==> config.mk <==
export PLATFORM = sky130hd
export DESIGN_NAME = pe_feeder
export DESIGN_NICKNAME = d
export VERILOG_FILES = /design/src/rtl/pe_pkg.sv /design/src/rtl/pe_feed_fifo.sv /design/src/rtl/pe_feeder.sv
export SDC_FILE = /design/constraint.sdc
export NUM_CORES = 1
export LEC_CHECK = 0
export BUFFER_PORTS_ARGS = -buffer_cell sky130_fd_sc_hd__clkbuf_2
export CORE_MARGIN = 5
export CORE_UTILIZATION = 45
export DETAILED_ROUTE_END_ITERATION = 16
export PLACE_DENSITY_LB_ADDON = 0.12
export SYNTH_ARGS = -nofsm -noshare
export SYNTH_HDL_FRONTEND = slang
export SYNTH_SLANG_ARGS = --single-unit
==> constraint.sdc <==
create_clock -name sys_clk -period 12.87 [get_ports sys_clk]
set_clock_uncertainty 0.1 [all_clocks]
set_input_delay 1.9305 -clock sys_clk [delete_from_list [all_inputs] [get_ports sys_clk]]
set_output_delay 1.9305 -clock sys_clk [all_outputs]
set_load 0.1 [all_outputs]
==> src/rtl/pe_pkg.sv <==
// ---------------------------------------------------------------------------
// pe_pkg
// Shared definitions for the PE feeder slice: default parameter values for
// the element width, PE column count, buffer depth and systolic step length,
// plus the feeder FSM state type.
// ---------------------------------------------------------------------------
package pe_pkg;

  localparam int DEF_ELEMENT_BITS = 8;
  localparam int DEF_P            = 4;
  localparam int DEF_DEPTH        = 16;
  localparam int DEF_STEP_CYCLES  = 5;

  typedef enum logic [1:0] {
    IDLE,
    RUN,
    FLUSH,
    DONE
  } feeder_state_t;

  // Larger of two elaboration-time integers, used to size shared counters.
  function automatic int maxOf(input int a, input int b);
    return (a > b) ? a : b;
  endfunction

endpackage

==> src/rtl/pe_feed_fifo.sv <==
// ---------------------------------------------------------------------------
// pe_feed_fifo
// Synchronous FIFO that buffers {weight row, input element} entries ahead of
// the PE array. The head entry is presented combinationally on o_data.
//
// Ports
//   clk      rising-edge clock
//   rst_n    asynchronous active-low reset (empties the FIFO)
//   i_push   write i_data this cycle (ignored while full)
//   i_data   entry to write
//   i_pop    drop the head entry this cycle (ignored while empty)
//   o_data   current head entry
//   o_full   count == DEPTH
//   o_empty  count == 0
//   o_count  number of stored entries
// ---------------------------------------------------------------------------
module pe_feed_fifo #(
  parameter int WIDTH = 40,
  parameter int DEPTH = 16
) (
  input  logic                       clk,
  input  logic                       rst_n,
  input  logic                       i_push,
  input  logic [WIDTH-1:0]           i_data,
  input  logic                       i_pop,
  output logic [WIDTH-1:0]           o_data,
  output logic                       o_full,
  output logic                       o_empty,
  output logic [$clog2(DEPTH+1)-1:0] o_count
);

  localparam int AW = (DEPTH > 1) ? $clog2(DEPTH) : 1;
  localparam int CW = $clog2(DEPTH+1);

  logic [WIDTH-1:0] r_mem [DEPTH];
  logic [AW-1:0]    r_wrPtr;
  logic [AW-1:0]    r_rdPtr;
  logic [CW-1:0]    r_count;
  logic             w_doPush;
  logic             w_doPop;

  // Pointers wrap explicitly so non-power-of-two depths work too.
  function automatic logic [AW-1:0] nextPtr(input logic [AW-1:0] ptr);
    return (ptr == AW'(DEPTH-1)) ? '0 : ptr + AW'(1);
  endfunction

  assign w_doPush = i_push && (r_count != CW'(DEPTH));
  assign w_doPop  = i_pop  && (r_count != '0);

  // Pointer and occupancy bookkeeping; a simultaneous push and pop leaves
  // the count unchanged.
  always_ff @(posedge clk or negedge rst_n) begin
    if (!rst_n) begin
      r_wrPtr <= '0;
      r_rdPtr <= '0;
      r_count <= '0;
    end else begin
      if (w_doPush) r_wrPtr <= nextPtr(r_wrPtr);
      if (w_doPop)  r_rdPtr <= nextPtr(r_rdPtr);
      case ({w_doPush, w_doPop})
        2'b10:   r_count <= r_count + CW'(1);
        2'b01:   r_count <= r_count - CW'(1);
        default: r_count <= r_count;
      endcase
    end
  end

  // Storage needs no reset: an empty FIFO never exposes its contents.
  always_ff @(posedge clk) begin
    if (w_doPush) r_mem[r_wrPtr] <= i_data;
  end

  assign o_data  = r_mem[r_rdPtr];
  assign o_full  = (r_count == CW'(DEPTH));
  assign o_empty = (r_count == '0);
  assign o_count = r_count;

endmodule

==> src/rtl/pe_feeder.sv <==
// ---------------------------------------------------------------------------
// pe_feeder
// Buffers weight rows and input elements from a producer and streams one
// tile of them into a systolic PE array, one entry per systolic step, then
// drains the array with P-1 zero steps.
//
// Ports
//   sys_clk          rising-edge clock
//   reset_n          asynchronous active-low reset
//   in_valid         producer offers an entry
//   in_ready         buffer has room (transfer on in_valid && in_ready)
//   in_weight        weight row of the offered entry
//   in_input         input element of the offered entry
//   tile_len         entries per tile, sampled when start is accepted
//   start            request to stream one tile
//   weight_data_out  weight row driven to the PE array
//   input_data_out   input element driven to the PE array
//   pe_step          one-cycle pulse advancing the PE array
//   busy             tile in progress (RUN, FLUSH, DONE)
//   done             one-cycle pulse at tile completion
//   start_err        one-cycle pulse when a start is rejected
// ---------------------------------------------------------------------------
module pe_feeder
  import pe_pkg::*;
#(
  parameter int ELEMENT_BITS = DEF_ELEMENT_BITS,
  parameter int P            = DEF_P,
  parameter int DEPTH        = DEF_DEPTH,
  parameter int STEP_CYCLES  = DEF_STEP_CYCLES
) (
  input  logic                         sys_clk,
  input  logic                         reset_n,
  input  logic                         in_valid,
  output logic                         in_ready,
  input  logic [P*ELEMENT_BITS-1:0]    in_weight,
  input  logic [ELEMENT_BITS-1:0]      in_input,
  input  logic [$clog2(DEPTH+1)-1:0]   tile_len,
  input  logic                         start,
  output logic [P*ELEMENT_BITS-1:0]    weight_data_out,
  output logic [ELEMENT_BITS-1:0]      input_data_out,
  output logic                         pe_step,
  output logic                         busy,
  output logic                         done,
  output logic                         start_err
);

  localparam int WW         = P*ELEMENT_BITS;
  localparam int FW         = WW + ELEMENT_BITS;
  localparam int TLW        = $clog2(DEPTH+1);
  localparam int SCW        = $clog2(STEP_CYCLES);
  localparam int CW         = maxOf(TLW, $clog2(P+1));
  localparam int FLUSH_LAST = (P > 1) ? P-2 : 0;

  feeder_state_t     r_state;
  feeder_state_t     w_nextState;
  logic [SCW-1:0]    r_stepCnt;
  logic [CW-1:0]     r_stepIdx;
  logic [TLW-1:0]    r_tileLen;
  logic [WW-1:0]     r_weightOut;
  logic [ELEMENT_BITS-1:0] r_inputOut;
  logic              r_peStep;
  logic              r_startErr;

  logic [FW-1:0]     w_head;
  logic              w_full;
  logic              w_empty;
  logic [TLW-1:0]    w_count;
  logic              w_pop;
  logic              w_accept;
  logic              w_reject;
  logic              w_stepFire;
  logic              w_startOk;
  logic              w_lastRun;
  logic              w_lastFlush;

  pe_feed_fifo #(
    .WIDTH (FW),
    .DEPTH (DEPTH)
  ) u_fifo (
    .clk     (sys_clk),
    .rst_n   (reset_n),
    .i_push  (in_valid),
    .i_data  ({in_weight, in_input}),
    .i_pop   (w_pop),
    .o_data  (w_head),
    .o_full  (w_full),
    .o_empty (w_empty),
    .o_count (w_count)
  );

  assign in_ready = !w_full;

  // A systolic step happens on the last cycle of each STEP_CYCLES window
  // while streaming or draining.
  assign w_stepFire  = ((r_state == RUN) || (r_state == FLUSH)) &&
                       (r_stepCnt == SCW'(STEP_CYCLES-1));
  assign w_startOk   = (tile_len != '0) && (w_count >= tile_len);
  assign w_lastRun   = (r_stepIdx == (CW'(r_tileLen) - CW'(1)));
  assign w_lastFlush = (r_stepIdx == CW'(FLUSH_LAST));

  // Next-state and control decode. Start is only looked at in IDLE, so a
  // start held through a tile has no effect and raises no error.
  always_comb begin
    w_nextState = r_state;
    w_pop       = 1'b0;
    w_accept    = 1'b0;
    w_reject    = 1'b0;
    case (r_state)
      IDLE: begin
        if (start) begin
          if (w_startOk) begin
            w_nextState = RUN;
            w_accept    = 1'b1;
          end else begin
            w_reject = 1'b1;
          end
        end
      end
      RUN: begin
        if (w_stepFire) begin
          w_pop = !w_empty;
          if (w_lastRun) w_nextState = (P == 1) ? DONE : FLUSH;
        end
      end
      FLUSH: begin
        if (w_stepFire && w_lastFlush) w_nextState = DONE;
      end
      DONE: begin
        w_nextState = IDLE;
      end
      default: begin
        w_nextState = IDLE;
      end
    endcase
  end

  // State, step timing and the per-phase step index. The index counts RUN
  // steps, then restarts at zero to count FLUSH steps.
  always_ff @(posedge sys_clk or negedge reset_n) begin
    if (!reset_n) begin
      r_state    <= IDLE;
      r_stepCnt  <= '0;
      r_stepIdx  <= '0;
      r_tileLen  <= '0;
      r_peStep   <= 1'b0;
      r_startErr <= 1'b0;
    end else begin
      r_state    <= w_nextState;
      r_peStep   <= w_stepFire;
      r_startErr <= w_reject;
      if (w_accept) begin
        r_tileLen <= tile_len;
        r_stepCnt <= '0;
        r_stepIdx <= '0;
      end else if ((r_state == RUN) || (r_state == FLUSH)) begin
        r_stepCnt <= w_stepFire ? '0 : r_stepCnt + SCW'(1);
        if (w_stepFire) begin
          r_stepIdx <= ((r_state == RUN) && w_lastRun) ? '0 : r_stepIdx + CW'(1);
        end
      end
    end
  end

  // Data outputs change only on a step: the popped head in RUN, zeros in
  // FLUSH. They hold otherwise.
  always_ff @(posedge sys_clk or negedge reset_n) begin
    if (!reset_n) begin
      r_weightOut <= '0;
      r_inputOut  <= '0;
    end else if (w_stepFire) begin
      if (r_state == RUN) begin
        r_weightOut <= w_head[FW-1 -: WW];
        r_inputOut  <= w_head[ELEMENT_BITS-1:0];
      end else begin
        r_weightOut <= '0;
        r_inputOut  <= '0;
      end
    end
  end

  assign weight_data_out = r_weightOut;
  assign input_data_out  = r_inputOut;
  assign pe_step         = r_peStep;
  assign start_err       = r_startErr;
  assign busy            = (r_state != IDLE);
  assign done            = (r_state == DONE);

endmodule

==> metrics, run 1 <==
critical path arrival 4520 ps; FILL cells roughly 4,800; Vias between 10,000 and 15,000; Final Wtd Congestion 0.7727; GRT Overall Usage between 10% and 20%; yosys warns 0; Inserted Clock Buffers 76; status completed; setup slack, reg-to-reg approximately 8700 ps; Reg-to-Reg End weight_data_out[30]; fin crit period 4133 ps; GRT met1 Usage 26.88%; setup TNS after final layout 0 ps; largest family of logic cells by synthesized area multiplexers; layout cells sized above 1 28.48%; post-CTS sizing 0; FFs w/ async S/R, synth around a tenth; Worst Setup End Kind flop; clock root cell clkbuf_16; post-DP HPWL 31.66 mm; Chip Width 255.9 µm; XOR/XNOR share of the synthesized area 0.4827%; met3 GRT Util under 10%; Worst Max-Slew Pin Slew 1095 ps; Synth Area in Compound Gates 5.034%; Vias/cell 5.805; CTS Buffer Depth 3; grt total ovfl 0; Die ar. 65,510 µm²; Post-CTS Hold Buffers 0; routing usage on met2 29.31%; Critical Path Start Type flop; Row Count 90; Die H 255.9 µm; max-slew violations 0; Seq/Total Area, Yosys 77.04%; worst vdd ir about 0.081 mV; Boundary Pins 94; crit path to weight_data_out[30]; mux cell area share after synthesis 13.52%; drt wl/cell 26.70 µm; Pre-antenna DRT Iters 5; antenna-violating nets left 0; CTS tree yes; # DRC 0; initial core utilization between 40% and 50%; Layout Nets 1,491; vias in the first global route 13,880; GR peak layer met2; RSZ-0062 raised after global routing no; final worst setup slack approximately 8700 ps; Simple-Gate Fraction of Synth Area around 1.4%; CTS Sinks 710; # H-tree levels 3; Buffers on Ports 93; Final Hold Violating Endpoints 0; Worst EP required 13,260 ps; Max transition margin 27.01%; worst r2r path cells 6; Synth Flop Type edfxtp_1; CP Max Fanout 47; Yosys reg bits 710; Synth-to-Final Area Change 14.99%; Critical Path Source u_fifo.r_rdPtr[0]; ant diodes 0; worst r2r src u_fifo.r_rdPtr[0]; Finished Cell Area 31,300 µm²; most frequent cells in the layout 640 x edfxtp_1, 160 x mux4_2, 92 x clkbuf_2; Total Power 4.773 mW; pin count of the biggest net entering global routing 68; dpl ws 8166 ps; Clk Latency, worst-skew pair roughly 600 ps; Post-synth EDFFs 640; Starting DRT DRC Count 1,066; worst setup path class reg2reg; commonest non-fill, non-tap cell in the layout edfxtp_1; first-pass GRT wire length between 90 and 100 mm; average footprint of a synthesized cell around 21 µm²; Synth Area in Adders 1.131%; initial antenna violation count 0; Net Count, Synth around 1,400; Max Cap Violations 0; final setup fails 0; Core Region ~60,000 µm²; Fmax achieved between 200 and 250 MHz; pwr dens about 150 nW/µm²; WL final slightly above 60 mm; min-delay worst type reg2reg; setup repair bufs after CTS 0; Post-Syn Area around 27,000 µm²; clock transition at the registers of the reported paths 60 ps; Syn Inst Count around 1,300; Placed Area between 20,000 and 30,000 µm²; Leak 10.61 nW; fin crit share 32.12%; Yosys cell types 44
-- metrics by stage --
| step | hold WS (ps) | std cells | utilization [%] |
|---|---|---|---|
| after floorplan | 379.5 | 1287 | - |
| after global placement | 356.9 | 2122 | 47.76 |
| after detailed placement | 364.8 | 2122 | 47.76 |
| after CTS | 377.7 | 2264 | 52.05 |
| after global routing | 389.9 | 2264 | 52.05 |
| final | 376.3 | 2264 | 52.05 |
-- logic make-up after synthesis --
kind of cell / count (synthesis)
AND/OR/NAND/NOR: 75
adder cells (fa/ha/maj): 24
XOR/XNOR: 15
multiplexers: 167
buffers and inverters: 92
AO/OA/AOI/OAI: 204
flip-flops: 710
-- registers in the layout (all words and copies together), names as in the netlist --
register,count
start_err,1
pe_step,1
u_fifo.o_count,5
u_fifo.r_mem,640
input_data_out,8
weight_data_out,32
r_stepCnt,3
r_stepIdx,5
u_fifo.r_rdPtr,4
r_tileLen,5
u_fifo.r_wrPtr,4
r_state,2
-- Yosys cell counts, types with 2 or more instances --
cell / number / area, µm²
xnor2_1: 7 / 61.31
buf_1: 3 / 11.26
buf_2: 27 / 135.1
nor2_1: 20 / 75.07
nand2_1: 22 / 82.58
mux4_2: 160 / 3603
a211oi_1: 2 / 15.01
nand4_1: 4 / 25.02
o21ai_0: 9 / 45.04
nor4_1: 2 / 12.51
nand3_1: 4 / 20.02
clkbuf_1: 37 / 138.9
o211ai_1: 4 / 30.03
a22oi_1: 81 / 608.1
dfrtp_1: 70 / 1752
nor3_1: 7 / 35.03
nand2b_1: 3 / 18.77
and2_1: 3 / 18.77
edfxtp_1: 640 / 19220
inv_2: 2 / 7.510
xor2_1: 8 / 70.07
a21oi_1: 50 / 250.2
a21o_1: 42 / 315.3
inv_1: 22 / 82.58
mux2i_1: 2 / 20.02
mux2_1: 5 / 56.30
nor2b_1: 4 / 25.02
ha_1: 23 / 287.8
o21ai_1: 9 / 45.04
-- worst max-delay path, cell delays in order, from the launching register on --
cell,delay [ps]
dfrtp_4,1070
buf_4,700
buf_4,850
mux4_2,610
a22oi_1,210
a21oi_1,160
a21o_1,210
-- per-layer routing --
layer  share of wire, %  vias to the layer above  wire length, µm
met5                  0                        -                0
met4                2.1                        0             1295
met3                5.3                       82             3188
met2                 48                      362            29280
met1                 44                     7078            26690
li1                   -                     5621                -
-- power breakdown --
part	switching (mW)	leakage (nW)	internal [mW]	total, mW
combinational	0.0355	2.67	0.00636	0.0418
sequential	0	6.67	2.51	2.51
clock	0.871	1.27	1.35	2.22
-- worst min-delay path by stage --
| stage | slack (ps) | to | cells past startpoint | from |
|---|---|---|---|---|
| global placement | 360 | weight_data_out[29] | 1 | weight_data_out[29] |
| global route | 390 | input_data_out[6] | 1 | input_data_out[6] |
| finish | 380 | weight_data_out[15] | 1 | weight_data_out[15] |
| detailed placement | 360 | weight_data_out[20] | 1 | weight_data_out[20] |
| CTS | 380 | input_data_out[6] | 1 | input_data_out[6] |
| floorplan | 380 | r_tileLen[4] | 1 | r_tileLen[4] |
-- final cells by class --
type / count / area, µm² / share of cell area, %
clock buffers: 108 / 2185 / 6.980
clock inverters: 34 / 392.9 / 1.255
repair buffers: 121 / 678.2 / 2.167
flip-flops and latches: 710 / 20980 / 67.03
inverters: 24 / 90.09 / 0.2878
well taps: 782 / 978.4 / 3.126
multi-input cells: 485 / 5996 / 19.16
Note: power is estimated with default switching activity, not from simulation.
==> run 2, diff against run 1 <==
clock period = 3.55 ns   (was 12.87 ns; I/O delays follow)
==> metrics, run 2 (same netlist as run 1, synthesis figures left out) <==
FILL cells 4,701 (was 4,764); # H-tree levels 3 (unchanged); vias in the first global route 14,010 (was 13,880); # DRC 0 (unchanged); initial antenna violation count 3 (was 0); Vias/cell 5.807 (was 5.805); Synth-to-Final Area Change 15.71% (was 14.99%); Hold Path Sink r_tileLen[4] (was weight_data_out[15]); Worst path top cell family by delay adder cells (was buffers and inverters); fin crit period 2966 ps (was 4133 ps); Worst Max-Slew Pin Slew 844.0 ps (was 1095 ps); CP Max Fanout 7 (was 47); switching share of power 19.47% (was 19.00%); Hold Crit Depth 2 (was 1); Max Cap Violations 0 (unchanged); drt wl/cell 27.16 µm (was 26.70 µm); Die H 255.9 µm (unchanged); setup TNS after final layout 0 ps (unchanged); Critical Path Start Type flop (unchanged); clock transition at the registers of the reported paths 60 ps (about the same); Layout Nets 1,511 (was 1,491); Chip Width 255.9 µm (unchanged); Post-CTS Hold Buffers 1 (was 0); layout cells sized above 1 28.64% (was 28.48%); Top reg by flops u_fifo.r_mem (unchanged); Largest register FFs 640 (unchanged); Buffers on Ports 93 (unchanged); pwr dens 532.1 nW/µm² (was 152.5 nW/µm²); NetSw 3.263 mW (was 0.9066 mW); Clk pwr share 44.7% (was 46.5%); CTS Sinks 710 (unchanged); fin util 52.38% (was 52.05%); WHS 65.07 ps (was 376.3 ps); max-slew violations 0 (unchanged); CP peak stage delay 460 ps (was 1070 ps); Leak 10.63 nW (was 10.61 nW); combinational share of power 0.9% (about the same); CP Depth 12 (was 6); status completed (unchanged); final setup fails 0 (unchanged); Reg-to-Reg End u_fifo.o_count[4] (was weight_data_out[30]); slowest cell on the critical path ha_1 (was dfrtp_4); Boundary Pins 94 (unchanged); worst r2r path cells 12 (was 6); pin count of the biggest net entering global routing 56 (was 68); Max transition margin 43.73% (was 27.01%); post-DP HPWL 33.38 mm (was 31.66 mm); dpl ws 532.1 ps (was 8166 ps); worst vdd ir 0.4985 mV (was 0.08110 mV); setup slack, reg-to-reg 580 ps (was 8740 ps); CTS tree yes (unchanged); Worst EP required 3980 ps (was 13,260 ps); crit-path cells inv_1 -> ha_1 -> nand4_1 -> a21oi_1 -> ha_1 -> inv_1 -> fa_1 -> nor2b_1 -> o21ai_0 -> and3_1 -> nor3_1 -> xnor2_1 (was buf_4 -> buf_4 -> mux4_2 -> a22oi_1 -> a21oi_1 -> a21o_1); CTS Buffer Depth 3 (unchanged); clock root cell clkbuf_16 (unchanged); first-pass GRT wire length 92.98 mm (was 91.56 mm); worst r2r src r_state[0] (was u_fifo.r_rdPtr[0]); Clk Latency, worst-skew pair 610 ps (was 600 ps); Core Region 60,130 µm² (unchanged); Pre-antenna DRT Iters 6 (was 5); worst setup path class reg2reg (unchanged); GRT Overall Usage 18.98% (was 18.51%); grt total ovfl 0 (unchanged); Starting DRT DRC Count 965 (was 1,066); Worst Setup End Kind flop (unchanged); Final Wtd Congestion 0.7568 (was 0.7727); ant diodes 0 (unchanged); initial core utilization 45.26% (unchanged); WL final 61.93 mm (was 60.45 mm); post-CTS sizing 0 (unchanged); Row Count 90 (unchanged); fin crit share 83.55% (was 32.12%); RSZ-0062 raised after global routing no (unchanged); Die ar. 65,510 µm² (unchanged); Pint 13.50 mW (was 3.866 mW); Inserted Clock Buffers 76 (unchanged); Vias 13,240 (was 13,140); Fmax achieved 337.2 MHz (was 241.9 MHz); min-delay worst type in2reg (was reg2reg); Sequential Power Share 54.4% (was 52.6%); setup repair bufs after CTS 0 (unchanged); most frequent cells in the layout 640 x edfxtp_1, 160 x mux4_2, 92 x clkbuf_2 (unchanged); Critical Path Source r_state[0] (was u_fifo.r_rdPtr[0]); Final Hold Violating Endpoints 0 (unchanged); commonest non-fill, non-tap cell in the layout edfxtp_1 (unchanged); critical path arrival 3400 ps (was 4520 ps); hold path start tile_len[4] (was weight_data_out[15]); final worst setup slack 584.1 ps (was 8737 ps); antenna-violating nets left 0 (unchanged); Buf/Inv on CP 2 (unchanged)
-- run 2: worst max path at each step --
stage,endpoint,slack [ps]
after floorplan,u_fifo.r_mem[7][0],-510
after global placement,u_fifo.o_count[4],590
after detailed placement,u_fifo.o_count[4],530
after CTS,u_fifo.o_count[4],520
after global routing,u_fifo.o_count[4],220
final,u_fifo.o_count[4],580
-- run 2: metrics by stage --
step / instances / area [µm²] / power, mW
floorplan: 1287 / 27250 / 9.292
global placement: 2141 / 29130 / 9.425
finish: 2280 / 31500 / 16.76
global route: 2280 / 31500 / 17.32
detailed placement: 2141 / 29130 / 9.435
CTS: 2280 / 31500 / 16.95
-- run 2: layout make-up --
cell class / instances / area [µm²] / area share (%)
clock buffers: 114 / 2157 / 6.849
clock inverters: 24 / 202.7 / 0.6436
inverters: 24 / 90.09 / 0.2860
multi-input cells: 485 / 6021 / 19.12
flip-flops and latches: 710 / 20980 / 66.61
well taps: 782 / 978.4 / 3.107
repair buffers: 141 / 1069 / 3.393
-- run 2: layer usage --
layer	up-vias	GRT usage (%)	wire, µm
li1	5672	-	-
met5	-	0	44
met2	339	30.25	29780
met3	96	3.463	3377
met4	6	5.202	1154
met1	7126	27.43	27570
-- run 2: power by group through the flow --
| stage | sequential [mW] | combinational (mW) | clock (mW) |
|---|---|---|---|
| floorplan | 9.29 | 0.00595 | 0 |
| global placement | 9.28 | 0.143 | 0 |
| detailed placement | 9.28 | 0.153 | 0 |
| CTS | 9.11 | 0.154 | 7.68 |
| global route | 9.10 | 0.171 | 8.04 |
| finish | 9.11 | 0.150 | 7.50 |
-- run 2: worst register-to-register path, delay by kind of cell, from the launching register on --
| kind | cells | cell delay (ps) |
|---|---|---|
| adder cells (fa/ha/maj) | 3 | 1100 |
| flip-flops | 1 | 380 |
| AND/OR/NAND/NOR | 4 | 660 |
| XOR/XNOR | 1 | 140 |
| AO/OA/AOI/OAI | 2 | 320 |
| buffers and inverters | 2 | 180 |
==> run 3, diff against run 2 <==
ABC_AREA = 1   (was not set)
clock period = 2.8 ns   (was 3.55 ns; I/O delays follow)
==> metrics, run 3 <==
status completed (unchanged); fin crit share 92.97% (was 83.55%); commonest non-fill, non-tap cell in the layout edfxtp_1 (unchanged); antenna-violating nets left 0 (unchanged); Yosys reg bits 710 (unchanged); Yosys top cell by area edfxtp_1 (unchanged); initial core utilization 45.37% (was 45.26%); Chip Width 262.0 µm (was 255.9 µm); mux cell area share after synthesis 0% (was 13.52%); pwr dens 984.7 nW/µm² (was 532.1 nW/µm²); Vias 18,040 (was 13,240); Area contributors post-synth edfxtp_1 67%, nand2_1 7.3%, dfrtp_1 6.1% (was edfxtp_1 71%, mux4_2 13%, dfrtp_1 6.4%); clock root cell clkbuf_16 (unchanged); grt total ovfl 0 (unchanged); Max Cap Violations 0 (unchanged); Syn Inst Count 2,343 (was 1,287); WL final 72.21 mm (was 61.93 mm); initial antenna violation count 1 (was 3); Final Wtd Congestion 0.7892 (was 0.7568); GRT Overall Usage 21.09% (was 18.98%); post-DP HPWL 39.71 mm (was 33.38 mm); Final Hold Violating Endpoints 0 (unchanged); critical path's most frequent cell nand2_1; Simple-Gate Fraction of Synth Area 12.28% (was 1.370%); Post-Syn Area 28,570 µm² (was 27,220 µm²); yosys warns 0 (unchanged); most frequent cells in the layout 640 x edfxtp_1, 551 x nand2_1, 260 x nor2_1 (was 640 x edfxtp_1, 160 x mux4_2, 92 x clkbuf_2); Synth Area in Adders 1.077% (was 1.131%); clock transition at the registers of the reported paths 60 ps (about the same); Max transition margin 31.83% (was 43.73%); # DRC 0 (unchanged); setup repair bufs after CTS 0 (unchanged); Yosys cell types 31 (was 44); # H-tree levels 3 (unchanged); CTS Buffer Depth 3 (unchanged); Net Count, Synth 2,416 (was 1,360); worst vdd ir 0.6458 mV (was 0.4985 mV); Pre-antenna DRT Iters 7 (was 6); Leak 12.19 nW (was 10.63 nW); Clk Latency, worst-skew pair 610 ps (about the same); Core Region 62,970 µm² (was 60,130 µm²); fin util 52.55% (was 52.38%); Vias/cell 5.368 (was 5.807); worst r2r src r_state[1] (was r_state[0]); fin crit period 2603 ps (was 2966 ps); worst setup path class reg2reg (unchanged); RSZ-0062 raised after global routing no (unchanged); Reg-to-Reg End u_fifo.o_count[4] (unchanged); CTS tree yes (unchanged); Worst Max-Slew Pin Slew 1020 ps (was 844.0 ps); final worst setup slack 196.9 ps (was 584.1 ps); pin count of the biggest net entering global routing 86 (was 56); Largest register FFs 640 (unchanged); drt wl/cell 21.49 µm (was 27.16 µm); Layout Nets 2,525 (was 1,511); max-slew violations 0 (unchanged); min-delay worst type in2reg (unchanged); count leader, synth edfxtp_1 (unchanged); crit path to u_fifo.o_count[4] (unchanged); Starting DRT DRC Count 1,403 (was 965); CP Max Fanout 6 (was 7); Yosys top cell area share 67.27% (was 70.61%); Synth Flop Type edfxtp_1 (unchanged); crit-path cells inv_1 -> ha_1 -> nand3_2 -> nor2_4 -> nand2_1 -> inv_2 -> ha_4 -> inv_1 -> fa_1 -> inv_1 -> nand2_1 -> nand2_1 -> a21oi_1 -> xor2_1 -> nand2_1 -> o21ai_0 (was inv_1 -> ha_1 -> nand4_1 -> a21oi_1 -> ha_1 -> inv_1 -> fa_1 -> nor2b_1 -> o21ai_0 -> and3_1 -> nor3_1 -> xnor2_1); Boundary Pins 94 (unchanged); slowest cell on the critical path dfrtp_1 (was ha_1); Critical Path Start Type flop (unchanged); Inserted Clock Buffers 76 (unchanged); layout cells sized above 1 11.82% (was 28.64%); dpl ws 98.03 ps (was 532.1 ps); Top reg by flops u_fifo.r_mem (unchanged); Row Count 92 (was 90); FILL cells 5,445 (was 4,701); XOR/XNOR share of the synthesized area 0.3372% (was 0.4827%); Worst path top cell family by delay adder cells (unchanged); CP peak stage delay 400 ps (was 460 ps); first-pass GRT wire length 110.2 mm (was 92.98 mm); area of the multi-input gates 6909 µm² (was 6021 µm²); CP Depth 16 (was 12); worst r2r path cells 16 (was 12); FFs w/ async S/R, synth 9.859% (unchanged); final setup fails 0 (unchanged); Seq/Total Area, Yosys 73.40% (was 77.04%); largest family of logic cells by synthesized area simple AND/OR/NAND/NOR gates (was multiplexers); Buf/Inv on CP 4 (was 2); Die H 262.0 µm (was 255.9 µm); setup TNS after final layout 0 ps (unchanged); Synth Area in Compound Gates 9.911% (was 5.034%); average footprint of a synthesized cell 12.19 µm² (was 21.15 µm²); Synth top cells by count 640 x edfxtp_1, 556 x nand2_1, 276 x nor2_1 (was 640 x edfxtp_1, 160 x mux4_2, 81 x a22oi_1); Post-synth EDFFs 640 (unchanged); Fmax achieved 384.2 MHz (was 337.2 MHz); Worst EP required 3190 ps (was 3980 ps); Buffers on Ports 93 (unchanged); CTS Sinks 710 (unchanged); Worst Setup End Kind flop (unchanged); WHS 144.4 ps (was 65.07 ps); Die ar. 68,630 µm² (was 65,510 µm²); vias in the first global route 18,010 (was 14,010); Synth-to-Final Area Change 15.82% (was 15.71%); critical path arrival 3000 ps (was 3400 ps); Critical Path Source r_state[1] (was r_state[0]); setup slack, reg-to-reg 200 ps (was 580 ps); Reg area 20,980 µm² (about the same)
-- run 3: cell count changes after synthesis, sizes merged, moves of 80 or more --
cell	delta
nand2	+534
nor2	+257
o21ai	+238
mux4	-160
a22oi	-81
o22ai	+80
-- run 3: cell families after synthesis --
| kind of cell | count (synthesis) |
|---|---|
| and+or+nand+nor | 906 |
| DFF | 710 |
| buffers and inverters | 187 |
| xor gates and xnor gates | 11 |
| adders and majority gates | 24 |
| AOI/OAI and AO/OA | 505 |
-- run 3: where the power goes --
part           internal (mW)  switching, mW
combinational           2.18           6.76
sequential              12.9          0.547
clock                   6.21           4.00
-- run 3: final cells by class --
class,count,area share [%]
diodes,1,0.007563
clock buffers,105,6.519
clock inverters,34,1.184
inverters,57,0.6731
multi-input cells,1446,20.88
flip-flops and latches,710,63.39
well taps,846,3.199
repair buffers,161,4.144
-- run 3: worst min-delay path by stage --
stage | start | endpoint | cells after the start
floorplan | reset_n | input_data_out[0] | 0
global placement | weight_data_out[4] | weight_data_out[4] | 2
detailed placement | weight_data_out[2] | weight_data_out[2] | 2
CTS | in_weight[25] | u_fifo.r_mem[12][33] | 1
global route | in_weight[26] | u_fifo.r_mem[12][34] | 1
finish | in_input[3] | u_fifo.r_mem[3][3] | 1
-- run 3: layer usage --
layer | part of all wire, % | GRT usage (%) | wire length, µm | up-vias
li1 | - | - | - | 8520
met1 | 46 | 29.86 | 33170 | 9025
met2 | 48 | 34.76 | 34770 | 391
met3 | 3.8 | 3.103 | 2742 | 102
met4 | 2.1 | 5.460 | 1522 | 0
met5 | 0 | 0 | 0 | -
-- run 3: worst register-to-register path: stages, from the launching register on --
cell and delay [ps]:
dfrtp_1 400, inv_1 90, ha_1 310, nand3_2 110, nor2_4 110, nand2_1 100, inv_2 130, ha_4 180
inv_1 60, fa_1 360, inv_1 80, nand2_1 70, nand2_1 60, a21oi_1 70, xor2_1 140, nand2_1 60
o21ai_0 80
-- run 3: repair_timing --
| item | 4_1_cts | 5_1_grt |
|---|---|---|
| setup endpoints to repair | 0 | 1 |
| endpoints found under the hold margin | 64 | 0 |
| gates resized for setup | 0 | 3 |
| hold buffers | 7 | 0 |
-- run 3: stage by stage --
step | instance area, µm² | cells | total power, mW
after floorplan | 28690 | 2343 | 20.12
after global placement | 30450 | 3213 | 22.53
after detailed placement | 30450 | 3213 | 22.65
after CTS | 33070 | 3359 | 32.94
after global routing | 33090 | 3360 | 34.22
final | 33090 | 3360 | 32.58
